--- src/rtl/alu_share_pkg.sv ---
// Shared types and constants for the two-requester ALU sharing controller.
// Holds the controller states, ALU op encodings and NZCV bit positions.
package alu_share_pkg;

  typedef enum logic [1:0] {
    IDLE = 2'd0,
    EXEC = 2'd1,
    RESP = 2'd2
  } state_e;

  localparam logic [1:0] ALU_AND = 2'b00;
  localparam logic [1:0] ALU_OR  = 2'b01;
  localparam logic [1:0] ALU_ADD = 2'b10;
  localparam logic [1:0] ALU_SUB = 2'b11;

  localparam int FLAG_N = 3;
  localparam int FLAG_Z = 2;
  localparam int FLAG_C = 1;
  localparam int FLAG_V = 0;

  function automatic logic [1:0] onehot2(input logic idx);
    return idx ? 2'b10 : 2'b01;
  endfunction

endpackage

--- src/rtl/rr_arbiter2.sv ---
// Two-way round-robin grant logic, purely combinational.
// On contention the requester that was not served last wins.
module rr_arbiter2 (
  input  logic [1:0] valid,
  input  logic       last_grant,
  input  logic       enable,
  output logic [1:0] grant
);

  always_comb begin
    grant = 2'b00;
    if (enable) begin
      case (valid)
        2'b01:   grant = 2'b01;
        2'b10:   grant = 2'b10;
        2'b11:   grant = last_grant ? 2'b01 : 2'b10;
        default: grant = 2'b00;
      endcase
    end
  end

endmodule

--- src/rtl/alu_share_ctrl.sv ---
// Shares one external ALU between two requesters with round-robin arbitration,
// registered operands, captured result/flags and the architectural NZCV register.
module alu_share_ctrl
  import alu_share_pkg::*;
#(
  parameter int WIDTH     = 32,
  parameter int PRIO_INIT = 0
) (
  input  logic               clk,
  input  logic               reset,
  input  logic [1:0]         req_valid,
  output logic [1:0]         req_ready,
  input  logic [2*WIDTH-1:0] req_srcA,
  input  logic [2*WIDTH-1:0] req_srcB,
  input  logic [3:0]         req_alu_control,
  input  logic [1:0]         req_set_flags,
  output logic [1:0]         rsp_valid,
  input  logic [1:0]         rsp_ready,
  output logic [WIDTH-1:0]   rsp_result,
  output logic [3:0]         rsp_flags,
  output logic [WIDTH-1:0]   alu_srcA,
  output logic [WIDTH-1:0]   alu_srcB,
  output logic [1:0]         alu_control,
  input  logic [WIDTH-1:0]   alu_result,
  input  logic               alu_zero,
  input  logic               alu_carry,
  input  logic               alu_overflow,
  output logic [3:0]         flags_nzcv
);

  localparam logic PRIO_BIT = (PRIO_INIT != 0);

  state_e     state;
  logic       last_grant;
  logic       op_tag;
  logic       op_set_flags;
  logic [1:0] grant;
  logic       sel;
  logic [3:0] nzcv_p1;

  function automatic logic [3:0] pack_nzcv(input logic n, input logic z,
                                           input logic c, input logic v);
    logic [3:0] f;
    f         = 4'b0000;
    f[FLAG_N] = n;
    f[FLAG_Z] = z;
    f[FLAG_C] = c;
    f[FLAG_V] = v;
    return f;
  endfunction

  rr_arbiter2 u_arb (
    .valid      (req_valid),
    .last_grant (last_grant),
    .enable     ((state == IDLE) && !reset),
    .grant      (grant)
  );

  assign req_ready = grant;
  assign sel       = grant[1];
  // N comes from the result MSB; the ALU's own flags cover Z, C and V only
  assign nzcv_p1   = pack_nzcv(alu_result[WIDTH-1], alu_zero, alu_carry, alu_overflow);

  always_ff @(posedge clk) begin
    if (reset) begin
      state        <= IDLE;
      last_grant   <= ~PRIO_BIT;
      op_tag       <= 1'b0;
      op_set_flags <= 1'b0;
      alu_srcA     <= '0;
      alu_srcB     <= '0;
      alu_control  <= 2'b00;
      rsp_valid    <= 2'b00;
      rsp_result   <= '0;
      rsp_flags    <= 4'b0000;
      flags_nzcv   <= 4'b0000;
    end else begin
      case (state)
        // Stage p0: latch the granted request into the operand registers
        IDLE: begin
          if (|grant) begin
            alu_srcA     <= req_srcA[sel*WIDTH +: WIDTH];
            alu_srcB     <= req_srcB[sel*WIDTH +: WIDTH];
            alu_control  <= req_alu_control[sel*2 +: 2];
            op_set_flags <= req_set_flags[sel];
            op_tag       <= sel;
            state        <= EXEC;
          end
        end
        // Stage p1: capture ALU output and optionally commit flags
        EXEC: begin
          rsp_result <= alu_result;
          rsp_flags  <= nzcv_p1;
          if (op_set_flags) begin
            flags_nzcv <= nzcv_p1;
          end
          rsp_valid  <= onehot2(op_tag);
          state      <= RESP;
        end
        // Stage p2: hold the response until the tagged requester takes it
        RESP: begin
          if (rsp_ready[op_tag]) begin
            rsp_valid  <= 2'b00;
            last_grant <= op_tag;
            state      <= IDLE;
          end
        end
        default: state <= IDLE;
      endcase
    end
  end

endmodule

--- config.mk ---
export PLATFORM = sky130hd
export DESIGN_NAME = alu_share_ctrl
export DESIGN_NICKNAME = d
export VERILOG_FILES = /design/src/rtl/alu_share_pkg.sv /design/src/rtl/rr_arbiter2.sv /design/src/rtl/alu_share_ctrl.sv
export SDC_FILE = /design/constraint.sdc
export NUM_CORES = 1
export LEC_CHECK = 0
export BUFFER_PORTS_ARGS = -buffer_cell sky130_fd_sc_hd__buf_2
export CAP_MARGIN = 20
export CORE_MARGIN = 3
export CORE_UTILIZATION = 25
export CTS_CLUSTER_SIZE = 30
export DETAILED_ROUTE_END_ITERATION = 12
export HOLD_SLACK_MARGIN = 0.03
export PLACE_DENSITY = 0.49
export REMOVE_ABC_BUFFERS = 1
export SLEW_MARGIN = 20
export SYNTH_ARGS = -nofsm -noshare
export SYNTH_HDL_FRONTEND = slang
export SYNTH_SLANG_ARGS = --single-unit
--- constraint.sdc ---
create_clock -name clk -period 3.25 [get_ports clk]
set_input_delay 0.325 -clock clk [delete_from_list [all_inputs] [get_ports clk]]
set_output_delay 0.325 -clock clk [all_outputs]
set_load 0.005 [all_outputs]
==> metrics.sh <==
WL_PER_CELL_UM=17.0
RSZ_0062_RAISED_AFTER_GLOBAL_ROUTING='no'
ANTENNA_FOUND_INITIAL=0
REG2REGPATHDEPTH=4
YS_TOP_CELLS_BY_AREA='dfxtp_1 45%, a21oi_1 11%, a311oi_1 8.2%'
VIAS_IN_THE_FIRST_GLOBAL_ROUTE=5279
SEQUENTIAL_TO_TOTAL_AREA_SHARE_FROM_YOSYS_STAT=0.445
SYNTH_EDF_COUNT=0
CRITICAL_PATH_ARRIVAL_PS=1870
CRITICAL_PATH.REG2REG.STARTPOINT='last_grant$_SDFFE_PP1P_'
COUNT_OF_NETS_LEFT_WITH_ANTENNA_VIOLATIONS_AFTER_DETAIL_ROUTING=0
FINALCRITICALPERIOD_PS=2190
SYNTH_COMPOUND_AREA_FRAC=0.331
CTS_RESIZED=0
FINAL.SETUP.TNS_PS=0
VIAS=5487
CTS_POST_SETUP_BUFFERS_INSERTED=0
TIMING.CRITICAL_PATH.TO_TYPE='output pin'
GR-TOTAL-OVERFLOW=0
REPORT.FINAL.HOLD_VIOL_COUNT=0
PATH_BUF_INV=2
DRT_ITER0_DRC=231
TIMING.FINAL.SETUP_VIOLATIONS=0
AREA_GROWTH_PCT=35.9
FINAL_NETS=1010
MIN_PATH_TYPE='in -> reg'
HOLD_BUFFERS=0
CTSLONGESTPATHBUFFERS=2
MAIN_COMBINATIONAL_CELL_FAMILY_BY_AREA_AFTER_SYNTHESIS='compound AO/OA/AOI/OAI gates'
TRITONCTS.NUM_BUFFERS=9
VIASPERCELL=4.97
FINAL_MAX_SLEW_VIOL_COUNT=0
POST_SYNTH_XOR_AREA_FRACTION=0
DRT-PASS1-ITER-COUNT=4
WORST_R2R_ENDPOINT='alu_srcA[17]$_SDFFE_PP0P_'
GRT_PASS1_WL_UM=28700
SYNTH.CELL_AREA_UM2=5030
GP_ROUTABILITY_CONGESTION=0.724
MAX_RAIL_DROP_VDD_mV=0.186
ANT_DIODES=0
YOSYS.AREA_SHARE.SIMPLE=0.145
MOST-COMMON-LAYOUT-CELLS='283 x buf_2, 112 x dfxtp_1, 109 x a21oi_1, 75 x nand2_1, 71 x nand3_1'
FIN_AREA_UM2=6840
DIE_W_UM=148
WORST_HOLD_PATH_EP='rsp_result[21]$_SDFFE_PP0P_'
STARTPOINT_TYPE='register'
FMAX_MHz=456
POST_SYNTH_FA_HA_MAJ_AREA_FRACTION=0
NETLIST-CELL-TYPE-COUNT=30
POWER_DENSITY_nW_PER_UM2=507
CTS_TREE='built'
SYNTHESIS.AREA_PER_INSTANCE_UM2=8.32
SHARE_OF_POST_ROUTE_CELLS_WITH_DRIVE_STRENGTH_ABOVE_1=0.401
SYNTH-ASYNC-RESET-RATIO=0
FINALWIRELENGTH_UM=18800
CLK_ROOT_BUFFER_CELL='clkbuf_16'
SYNTHDOMINANTCELLAREASHARE=0.445
CRIT_PATH_MAX_FANOUT=34
CRITICAL-PATH-TOP-DELAY-FAMILY='simple AND/OR/NAND/NOR gates'
CLKLATENCYLATEPIN_PS=350
CRIT_PATH_START='state[1]$_SDFFE_PP0P_'
MOSTFREQUENTLAYOUTCELL='buf_2'
WORST_PATH_MAX_DELAY_CELL='or3_2'
WORSTHOLDPATHCELLS=3
FIN_SKEW_PS=9.45
SYNTH_TOP_AREA_CELL='dfxtp_1'
SYNTHESIS.YOSYS.WARNINGS=0
YS_FLOP_TYPE='dfxtp_1'
SYNTH.FF_LATCH_COUNT=112
GLOBALROUTETOTALUTIL=0.161
POST-ROUTE-DRC-COUNT=0
ROW_COUNT=51
RUN_STATUS='finished, final reports clean'
DPL_CELL_AREA_UM2=6550
PLACE.PORT_BUFFERS=284
CAP_VIOLATIONS=0
TIMING.CRITICAL_PATH.CELLS='or3_2 -> buf_4 -> nor2_2 -> buf_2'
TIMING.SLEW.HEADROOM=0.468
HOLD_WS_PS=206
WORST_PATH_LARGEST_CELL_DELAY_PS=530
DIE-HEIGHT_UM=148
FINALCRITPERIODSHARE=0.675
CP.REQUIRED_PS=2920
DETAILEDPLACEMENTHPWL_UM=12700
TIMING_WORST_SETUP_PATH_TYPE='reg -> out'
POWER.STATIC_LEAKAGE_nW=2.84
FILLER_CELL_COUNT=2166
MULTIPLEXER_SHARE_OF_THE_SYNTHESIZED_AREA=0.00199
WORST_HOLD_STARTPOINT='alu_result[21]'
LARGEST_NET_DEGREE_AT_THE_START_OF_GLOBAL_ROUTING=135
CORE_AREA_UM2=19700
H-TREE-DEPTH=3
NUMCLOCKSINKS=112
WORST-SLEW-PIN-TRANSITION_PS=799
REG_TO_REG_SETUP_TIMING_SLACK_PS=1340
CLKSLEWWORSTSETUPHOLDPATHS_PS=80
TOP_LEVEL_PORTS=285
DIE-AREA_UM2=21900
SYN_INST=605
FLOORPLAN.INITIALDENSITY=0.256
==> cell usage after synthesis, types with 3 or more instances <==
cell and count:
dfxtp_1 112, a21oi_1 109, nand2_1 75, nand3_1 71, o21ai_1 50, a311oi_1 47, clkbuf_1 40, o21ai_0 22
a311oi_2 20, buf_2 20, buf_4 6, buf_6 6, nor2_1 5, buf_1 3
==> worst max path at each step <==
stage,depth (start not counted),slack (ps),to
after floorplan,3,-1600,alu_srcA[10]$_SDFFE_PP0P_
after global placement,5,1230,req_ready[1]
after detailed placement,5,1230,req_ready[1]
after CTS,4,1020,req_ready[1]
after global routing,4,940,req_ready[1]
final,4,1060,req_ready[1]
==> tightest hold or removal path: stages <==
cell	delay, ps
buf_2	90
nand2_1	40
a21oi_1	50
==> stage by stage <==
stage | utilization | setup slack [ps] | cells | total power [mW]
detailed placement | 0.333 | 1230 | 1089 | 2.36
global placement | 0.333 | 1230 | 1089 | 2.36
global route | 0.348 | 936 | 1105 | 3.67
finish | 0.348 | 1060 | 1105 | 3.47
floorplan | - | -1600 | 529 | 1.96
CTS | 0.348 | 1020 | 1105 | 3.53
==> registers in the layout (all words and copies together) (netlist names) <==
| signal | count |
|---|---|
| alu_srcB | 32 |
| last_grant | 1 |
| rsp_result | 32 |
| state | 2 |
| rsp_valid | 2 |
| alu_srcA | 32 |
| rsp_flags | 3 |
| op_tag | 1 |
| op_set_flags | 1 |
| flags_nzcv | 4 |
| alu_control | 2 |
==> cells by family after synthesis <==
| family | count (synthesis) |
|---|---|
| AOI/OAI and AO/OA | 253 |
| muxes | 1 |
| buffers and inverters | 78 |
| DFF | 112 |
| and+or+nand+nor | 161 |
==> power by group <==
part / leakage [nW] / total, mW / switching (mW) / internal, mW
logic: 1.78 / 0.756 / 0.441 / 0.315
clock network: 0.137 / 1.15 / 0.541 / 0.606
registers: 0.921 / 1.57 / 0.0729 / 1.49
total: 2.84 / 3.47 / 1.05 / 2.41
==> per-layer routing <==
metal	global-route usage	part of all wire	routed length, µm	up-vias
met5	0	0	0	-
met4	0.0314	0.0075	141	0
met3	0.0429	0.076	1430	8
met2	0.270	0.47	8770	210
met1	0.211	0.45	8500	2578
li1	-	-	-	2691
==> layout make-up <==
type                            count  area (µm²)  area share
Clock inverter                      5        62.6     0.00915
Clock buffer                       11         233      0.0340
Sequential cell                   112        2240       0.328
Tap cell                          265         332      0.0485
Inverter                            2        7.51     0.00110
Timing Repair Buffer              295        1540       0.226
Multi-Input combinational cell    415        2420       0.354
Note: power is estimated with default switching activity, not from simulation.
